`src/rtl/div_unit.sv`:
```
// rtl/div_unit.sv - radix-2 restoring DIV/DIVU unit for the EX stage
// Optional macro DIV_RESULT_HOLD_EN: result holds the last completed value instead of reading 0 outside END.
module div_unit #(
  parameter int WIDTH = 32
) (
  input  logic                 clk,
  input  logic                 rst,
  input  logic                 start,
  input  logic                 signed_div,
  input  logic                 annul,
  input  logic [WIDTH-1:0]     num1,
  input  logic [WIDTH-1:0]     num2,
  output logic [2*WIDTH-1:0]   result,
  output logic                 ready,
  output logic                 stall,
  output logic                 div_zero
);

  localparam int CW = $clog2(WIDTH);

  typedef enum logic [1:0] {S_IDLE, S_DIVZERO, S_ON, S_END} state_t;

  state_t             state_q, state_d;
  logic [CW-1:0]      cnt_q, cnt_d;
  logic [WIDTH-1:0]   rem_q, rem_d, quo_q, quo_d, dvsr_q, dvsr_d;
  logic               neg_quo_q, neg_quo_d, neg_rem_q, neg_rem_d;
  logic               dz_q, dz_d;
  logic [2*WIDTH-1:0] res_q, res_d;

  logic [WIDTH-1:0]   abs1, abs2, rem_step, quo_step;
  logic [WIDTH:0]     shifted, trial;

  // quo_q doubles as the dividend shift register: dividend bits leave at the top
  // while quotient bits enter at the bottom.
  always_comb begin
    abs1     = (signed_div && num1[WIDTH-1]) ? -num1 : num1;
    abs2     = (signed_div && num2[WIDTH-1]) ? -num2 : num2;
    shifted  = {rem_q, quo_q[WIDTH-1]};
    trial    = shifted + {1'b1, ~dvsr_q} + {{WIDTH{1'b0}}, 1'b1};
    rem_step = trial[WIDTH] ? shifted[WIDTH-1:0] : trial[WIDTH-1:0];
    quo_step = {quo_q[WIDTH-2:0], ~trial[WIDTH]};
  end

  always_comb begin
    state_d   = state_q;
    cnt_d     = cnt_q;
    rem_d     = rem_q;
    quo_d     = quo_q;
    dvsr_d    = dvsr_q;
    neg_quo_d = neg_quo_q;
    neg_rem_d = neg_rem_q;
    dz_d      = dz_q;
    res_d     = res_q;
    stall     = 1'b0;
    case (state_q)
      S_IDLE: begin
        if (start && !annul) begin
          stall     = 1'b1;
          cnt_d     = '0;
          rem_d     = '0;
          quo_d     = abs1;
          dvsr_d    = abs2;
          neg_quo_d = signed_div & (num1[WIDTH-1] ^ num2[WIDTH-1]);
          neg_rem_d = signed_div & num1[WIDTH-1];
          dz_d      = 1'b0;
          state_d   = (num2 == '0) ? S_DIVZERO : S_ON;
        end
      end
      S_DIVZERO: begin
        stall = 1'b1;
        if (annul) begin
          dz_d    = 1'b0;
          state_d = S_IDLE;
        end else begin
          res_d   = '0;
          dz_d    = 1'b1;
          state_d = S_END;
        end
      end
      S_ON: begin
        stall = 1'b1;
        if (annul) begin
          dz_d    = 1'b0;
          state_d = S_IDLE;
        end else begin
          rem_d = rem_step;
          quo_d = quo_step;
          cnt_d = cnt_q + CW'(1);
          if (cnt_q == CW'(WIDTH - 1)) begin
            res_d   = {neg_rem_q ? -rem_step : rem_step,
                       neg_quo_q ? -quo_step : quo_step};
            dz_d    = 1'b0;
            state_d = S_END;
          end
        end
      end
      S_END: begin
        if (annul) dz_d = 1'b0;
        state_d = S_IDLE;
      end
      default: state_d = S_IDLE;
    endcase
  end

  always_ff @(posedge clk) begin
    if (rst) begin
      state_q   <= S_IDLE;
      cnt_q     <= '0;
      rem_q     <= '0;
      quo_q     <= '0;
      dvsr_q    <= '0;
      neg_quo_q <= 1'b0;
      neg_rem_q <= 1'b0;
      dz_q      <= 1'b0;
      res_q     <= '0;
    end else begin
      state_q   <= state_d;
      cnt_q     <= cnt_d;
      rem_q     <= rem_d;
      quo_q     <= quo_d;
      dvsr_q    <= dvsr_d;
      neg_quo_q <= neg_quo_d;
      neg_rem_q <= neg_rem_d;
      dz_q      <= dz_d;
      res_q     <= res_d;
    end
  end

  assign ready    = (state_q == S_END);
  assign div_zero = dz_q;

`ifdef DIV_RESULT_HOLD_EN
  assign result = res_q;
`else
  assign result = ready ? res_q : '0;
`endif

endmodule
```
`config.mk`:
```
export PLATFORM = sky130hd
export DESIGN_NAME = div_unit
export DESIGN_NICKNAME = d
export VERILOG_FILES = /design/src/rtl/div_unit.sv
export SDC_FILE = /design/constraint.sdc
export NUM_CORES = 1
export LEC_CHECK = 0
export BUFFER_PORTS_ARGS = -buffer_cell sky130_fd_sc_hd__clkbuf_2
export CORE_MARGIN = 5
export CORE_UTILIZATION = 29
export DETAILED_ROUTE_END_ITERATION = 16
export SLEW_MARGIN = 40
export SYNTH_ARGS = -nofsm -noshare
export SYNTH_HDL_FRONTEND = slang
export SYNTH_SLANG_ARGS = --single-unit
```
`constraint.sdc`:
```
create_clock -name clk -period 7.33 [get_ports clk]
set_input_delay 2.199 -clock clk [delete_from_list [all_inputs] [get_ports clk]]
set_output_delay 2.199 -clock clk [all_outputs]
set_load 0.02 [all_outputs]
```
# Word-level counts from Yosys, hierarchy flattened
# Cells that the tools add are included.
# Widths: inputs -> output; s select.
# word_totals
register_bits,170
latch_bits,0
mem_bits_rw,0
romBits,0
in_bits,69
out_inout_bits,67
elab_cells,78
mem_count,0
# classes
add_sub_neg,7
n_mul,0
div,0
magnitude_cmp,0
n_eq_ne,10
n_shift,0
muxes,33
n_bitwise,5
reduce_logical,14
# ops
op,n
$mux 32,9
$mux 64,4
$neg 32->32,4
$pmux 32 s2,2
$pmux 64 s2,1
$add 33x1->33 const B,1
$add 33x33->33,1
$logic_not 32->1,1
$not 32->32,1
$mux 2,5
$mux 5,2
$ne 2x2->1 const B,5
$pmux 5 s2,1
$pmux 2 s4,1
$mux 1,6
$reduce_and 3->1,2
$add 5x1->5 const B,1
$eq 5x5->1 const B,1
$eq 2x2->1 const B,2
$pmux 1 s4,1
$reduce_and 2->1,2
$reduce_and 4->1,1
$reduce_bool 2->1,2
$logic_and 1x1->1,3
9 further kinds,10

# Logic depth before layout (Yosys ltp)
# logic_depth
word_depth,9
depth_mapped,25
mapped_depth_nobuf,23

# Worst setup path after synthesis
# Ideal clock, no wire load.
# synth_timing
path_kind,input port to output port
from,input annul
to,output stall
t_arrival_ns,3.366
required_ns,5.131
slack_ns,1.765
stages,6
path_buffers,2
cell_sequence,nand2b_1 > nor2_1 > clkbuf_1 > buf_1 > nor2_1 > nor2_1
# synth_between
elab_chain_cells,4
# synth_lines
item,line,text
start: declaration,10,"input logic annul,"
$logic_not 1->1,57,if (start && !annul) begin
$logic_and 1x1->1,57,
$mux 1,57,
$pmux 1 s2,55,case (state_q)
end: declaration,15,"output logic stall,"
# No other way between the ends.

# Worst setup path after layout
# layout_timing
from,register quo_q[31]
to,register res_q[62]
# layout_between
elab_chain_cells,8
# layout_lines
item,line,text
start: declaration,25,"logic [WIDTH-1:0] rem_q, rem_d, quo_q, quo_d, dvsr_q, dvsr_d;"
start signal: assignment,120,quo_q <= quo_d;
$add 33x33->33,39,"trial = shifted + {1'b1, ~dvsr_q} + {{WIDTH{1'b0}}, 1'b1};"
$add 33x1->33,39,
$mux 32 *,40,rem_step = trial[WIDTH] ? shifted[WIDTH-1:0] : trial[WIDTH-1:0];
$neg 32->32,90,"res_d = {neg_rem_q ? -rem_step : rem_step,"
$mux 32 *,90,
$mux 64 *,89,if (cnt_q == CW'(WIDTH - 1)) begin
$mux 64 *,82,if (annul) begin
$pmux 64 s2 *,55,
end signal: assignment,125,res_q <= res_d;
end: declaration,28,"logic [2*WIDTH-1:0] res_q, res_d;"
# Every way passes the cells marked *; elsewhere a longest branch is shown, timed or not. The select of a mux whose other input is x is not followed.
# A chain may end at the register's enable or synchronous reset.

==> impl_results.md <==
* Status: finished clean
* RSZ-0062 raised after global routing: false
* Final Max Tran Viols at 0
* Number of synthesized flops with an enable pin at 0
* Setup violations, final at 0
* Fin area at ~0.014 mm^2
* Worst R2R Path Depth at 22
* Number of distinct library cells after synthesis at 70
* Peak supply drop at 0.206 mV
* Commonest non-fill, non-tap cell in the layout: nand2_1
* Crit path launch type: register
* CTS clk-pin slew, worst paths at 0.07 ns
* Routed wire per std cell at between 15 and 20 um
* Via density at a little over 5
* Post-Syn Instances at 1,599
* Synth Net Count at 1,712
* Hold Buf Count CTS at 0
* #FFs+latches synth at 170
* Worst slew margin at 0.455
* Maxcap violations at 0
* Most used cell, CP: inv_1
* Die Y-Extent at between 200 and 250 um
* Arrival time at the worst endpoint at 5.70 ns
* TritonCTS Sinks at 170
* Post-detail-place hpwl at 28,900 um
* Crit-path cells: inv_1, ha_1, inv_1, fa_1, a21o_1, a221o_1, a41oi_1, a21o_1, and3b_1, nor2_4, inv_2, buf_4, o21ai_0, inv_1, ha_1, inv_1, or4_1, nand2_1, nand4_1, o41ai_1, xnor2_1, a22o_1
* Clock power share at 0.250
* Resize count post-CTS at 0
* Largest cells by area after synthesis: dfxtp_1 29%, nand2_1 6.6%, nor2_1 5.9%
* R2R Setup Slk at 1.97 ns
* Setup CP Type: reg2reg
* Via count at 11.3k
* Most frequent cells in the layout: 208 x nand2_1, 181 x nor2_1, 168 x dfxtp_1
* Flop pwr share at 0.282
* Final #Nets at around 1.8k
* Maximum fanout along the worst path at roughly 40
* FMAX at 0.187 GHz
* Vias in the first global route at about 10k
* Largest net degree at the start of global routing at 74
* Worst Setup End Kind: register
* Root buf cell: clkbuf_16
* Total Neg Setup Slack at 0 ns
* Dpl cell area at roughly 0.013 mm^2
* Initial antenna violation count at 6
* IO Pins at 136
* First-pass GRT wire length at 58,100 um
* Hold Fails Final Rpt at 0
* TritonCTS buffer count at 17
* Post-CTS setup buffers at 0
* Fin Clk Skew at 0.0183 ns
* Hold Path Stages at 2
* Clock latency on the worst-skew pair at 0.46 ns
* Worst Hold Path EP: res_q[2]$_SDFFE_PP0P_
* Drt total wl at 37,000 um
* Slowest-stage cell, CP: or4_1
* Sw frac at 0.439
* Syn Std Cell Area at 0.0118 mm^2
* Core Region at around 0.041 mm^2
* Max Buffers Root-to-Sink at 2
* DRC at 0
* Count of input and output buffers at about 140
* Total internal power at roughly 2200 uW
* Sequential element share of the synthesized area at 0.288
* Switching pwr at 1730 uW
* GRT Residual Overflow at 0
* Share of cells above drive strength 1 at 0.124
* Cell Pwr Density at 292 mW/mm^2
* Die ar. at 0.0448 mm^2
* Reg2reg start: quo_q[31]$_SDFFE_PP0P_
* RR Endpoint: res_q[62]$_SDFFE_PP0P_
* Critical Path RT at about 7.7 ns
* Gr usage total at 0.160
* Starting Density at 0.291
* Synth top area share at 0.288
* H-tree Lvls at 4
* Fraction of registers with async set/reset at 0
* Final ANT Viol Nets at 0
* Top FF cell, synth: dfxtp_1
* Synthesized area per cell at 7.38 um^2
* Drt pass-1 iters at 5
* Worst-margin pin slew at 0.817 ns
* Worst Hold Class: reg2reg
* Final Power at 3950 uW
* Tcrit/Tclk final at 0.731
* Min-delay src: res_q[2]$_SDFFE_PP0P_
* Gp weighted congestion at about 0.9
* # rows at 74
* Post-layout min period at 5.36 ns
* Logic gate share of total power at 0.468
* Layout area overhead at 14.6%
* Area leader, netlist: dfxtp_1
* LEAKAGE at 0.00516 uW
* DR iter-0 viols at 851
* Die width at around 210 um
* Yosys warning total at 0
* Slowest stage delay, CP at ~0.54 ns
* CTS tree: done
[power groups by stage]
stage	clock network, uW	registers, uW	logic [uW]
finish	989	1110	1850
global route	1040	1120	2050
CTS	1000	1110	1840
detailed placement	0	1130	1830
global placement	0	1120	1820
floorplan	0	1090	1390
[area by class of cell]
cell class                      instances  area (um^2)
Fill cell                            4326        27000
Multi-Input combinational cell       1274         7870
Sequential cell                       170         3410
Timing Repair Buffer                  144          746
Tap cell                              532          666
Clock buffer                           18          439
Inverter                               55          206
Clock inverter                         13          190
Antenna cell                            3         7.51
[cells by family after synthesis]
kind of cell | share of synthesized area
muxes | 0.0197
adders and majority gates | 0.0473
buffers and inverters | 0.0502
AOI/OAI and AO/OA | 0.258
and+or+nand+nor | 0.233
xor gates and xnor gates | 0.103
DFF | 0.288
[Yosys cell counts, drive strengths merged (43+ instances only)]
library cell and n:
nand2 208, nor2 186, dfxtp 170, a21oi 120, o21ai 118, clkbuf 82
xnor2 75, and2 74, xor2 64, inv 55, a22oi 45, ha 43
[metal layers]
metal  vias to the layer above  GRT usage  routed length, um
li1                       5772          -                  -
met1                      5248      0.235              18400
met2                       275      0.236              15700
met3                        31     0.0366               2290
met4                         6     0.0426                497
met5                         -          0                 39
[flip-flops by register name, indices dropped and copies added, names as in the netlist]
name       cells
state_q        2
neg_rem_q      1
dvsr_q        32
quo_q         32
cnt_q          5
res_q         64
div_zero       1
neg_quo_q      1
rem_q         32
[worst max-delay path: cells and delay by family (launching register included)]
kind,cells,cell delay [ns]
compound gates,7,1.96
xor+xnor,1,0.11
buf+inv,6,0.84
flops,1,0.35
fa+ha+maj,3,0.73
simple gates,5,1.27
[how the worst max path moves through the flow]
stage / from / to / cells after the start
3_5_place_dp: quo_q[31]$_SDFFE_PP0P_ / res_q[62]$_SDFFE_PP0P_ / 22
6_report: quo_q[31]$_SDFFE_PP0P_ / res_q[62]$_SDFFE_PP0P_ / 22
4_1_cts: quo_q[31]$_SDFFE_PP0P_ / res_q[62]$_SDFFE_PP0P_ / 22
5_1_grt: quo_q[31]$_SDFFE_PP0P_ / res_q[62]$_SDFFE_PP0P_ / 22
2_1_floorplan: annul / stall / 6
3_3_place_gp: quo_q[31]$_SDFFE_PP0P_ / res_q[62]$_SDFFE_PP0P_ / 22
[metrics by stage]
| stage | instances | util | hold slack, ns | setup slack [ns] |
|---|---|---|---|---|
| 2_1_floorplan | 1599 | - | 0.417 | 1.77 |
| 4_1_cts | 2206 | 0.333 | 0.453 | 2.02 |
| 6_report | 2209 | 0.334 | 0.452 | 1.97 |
| 5_1_grt | 2208 | 0.334 | 0.480 | 1.60 |
| 3_3_place_gp | 2175 | 0.317 | 0.438 | 2.13 |
| 3_5_place_dp | 2175 | 0.318 | 0.443 | 2.04 |
Note: power is estimated with default switching activity, not from simulation.
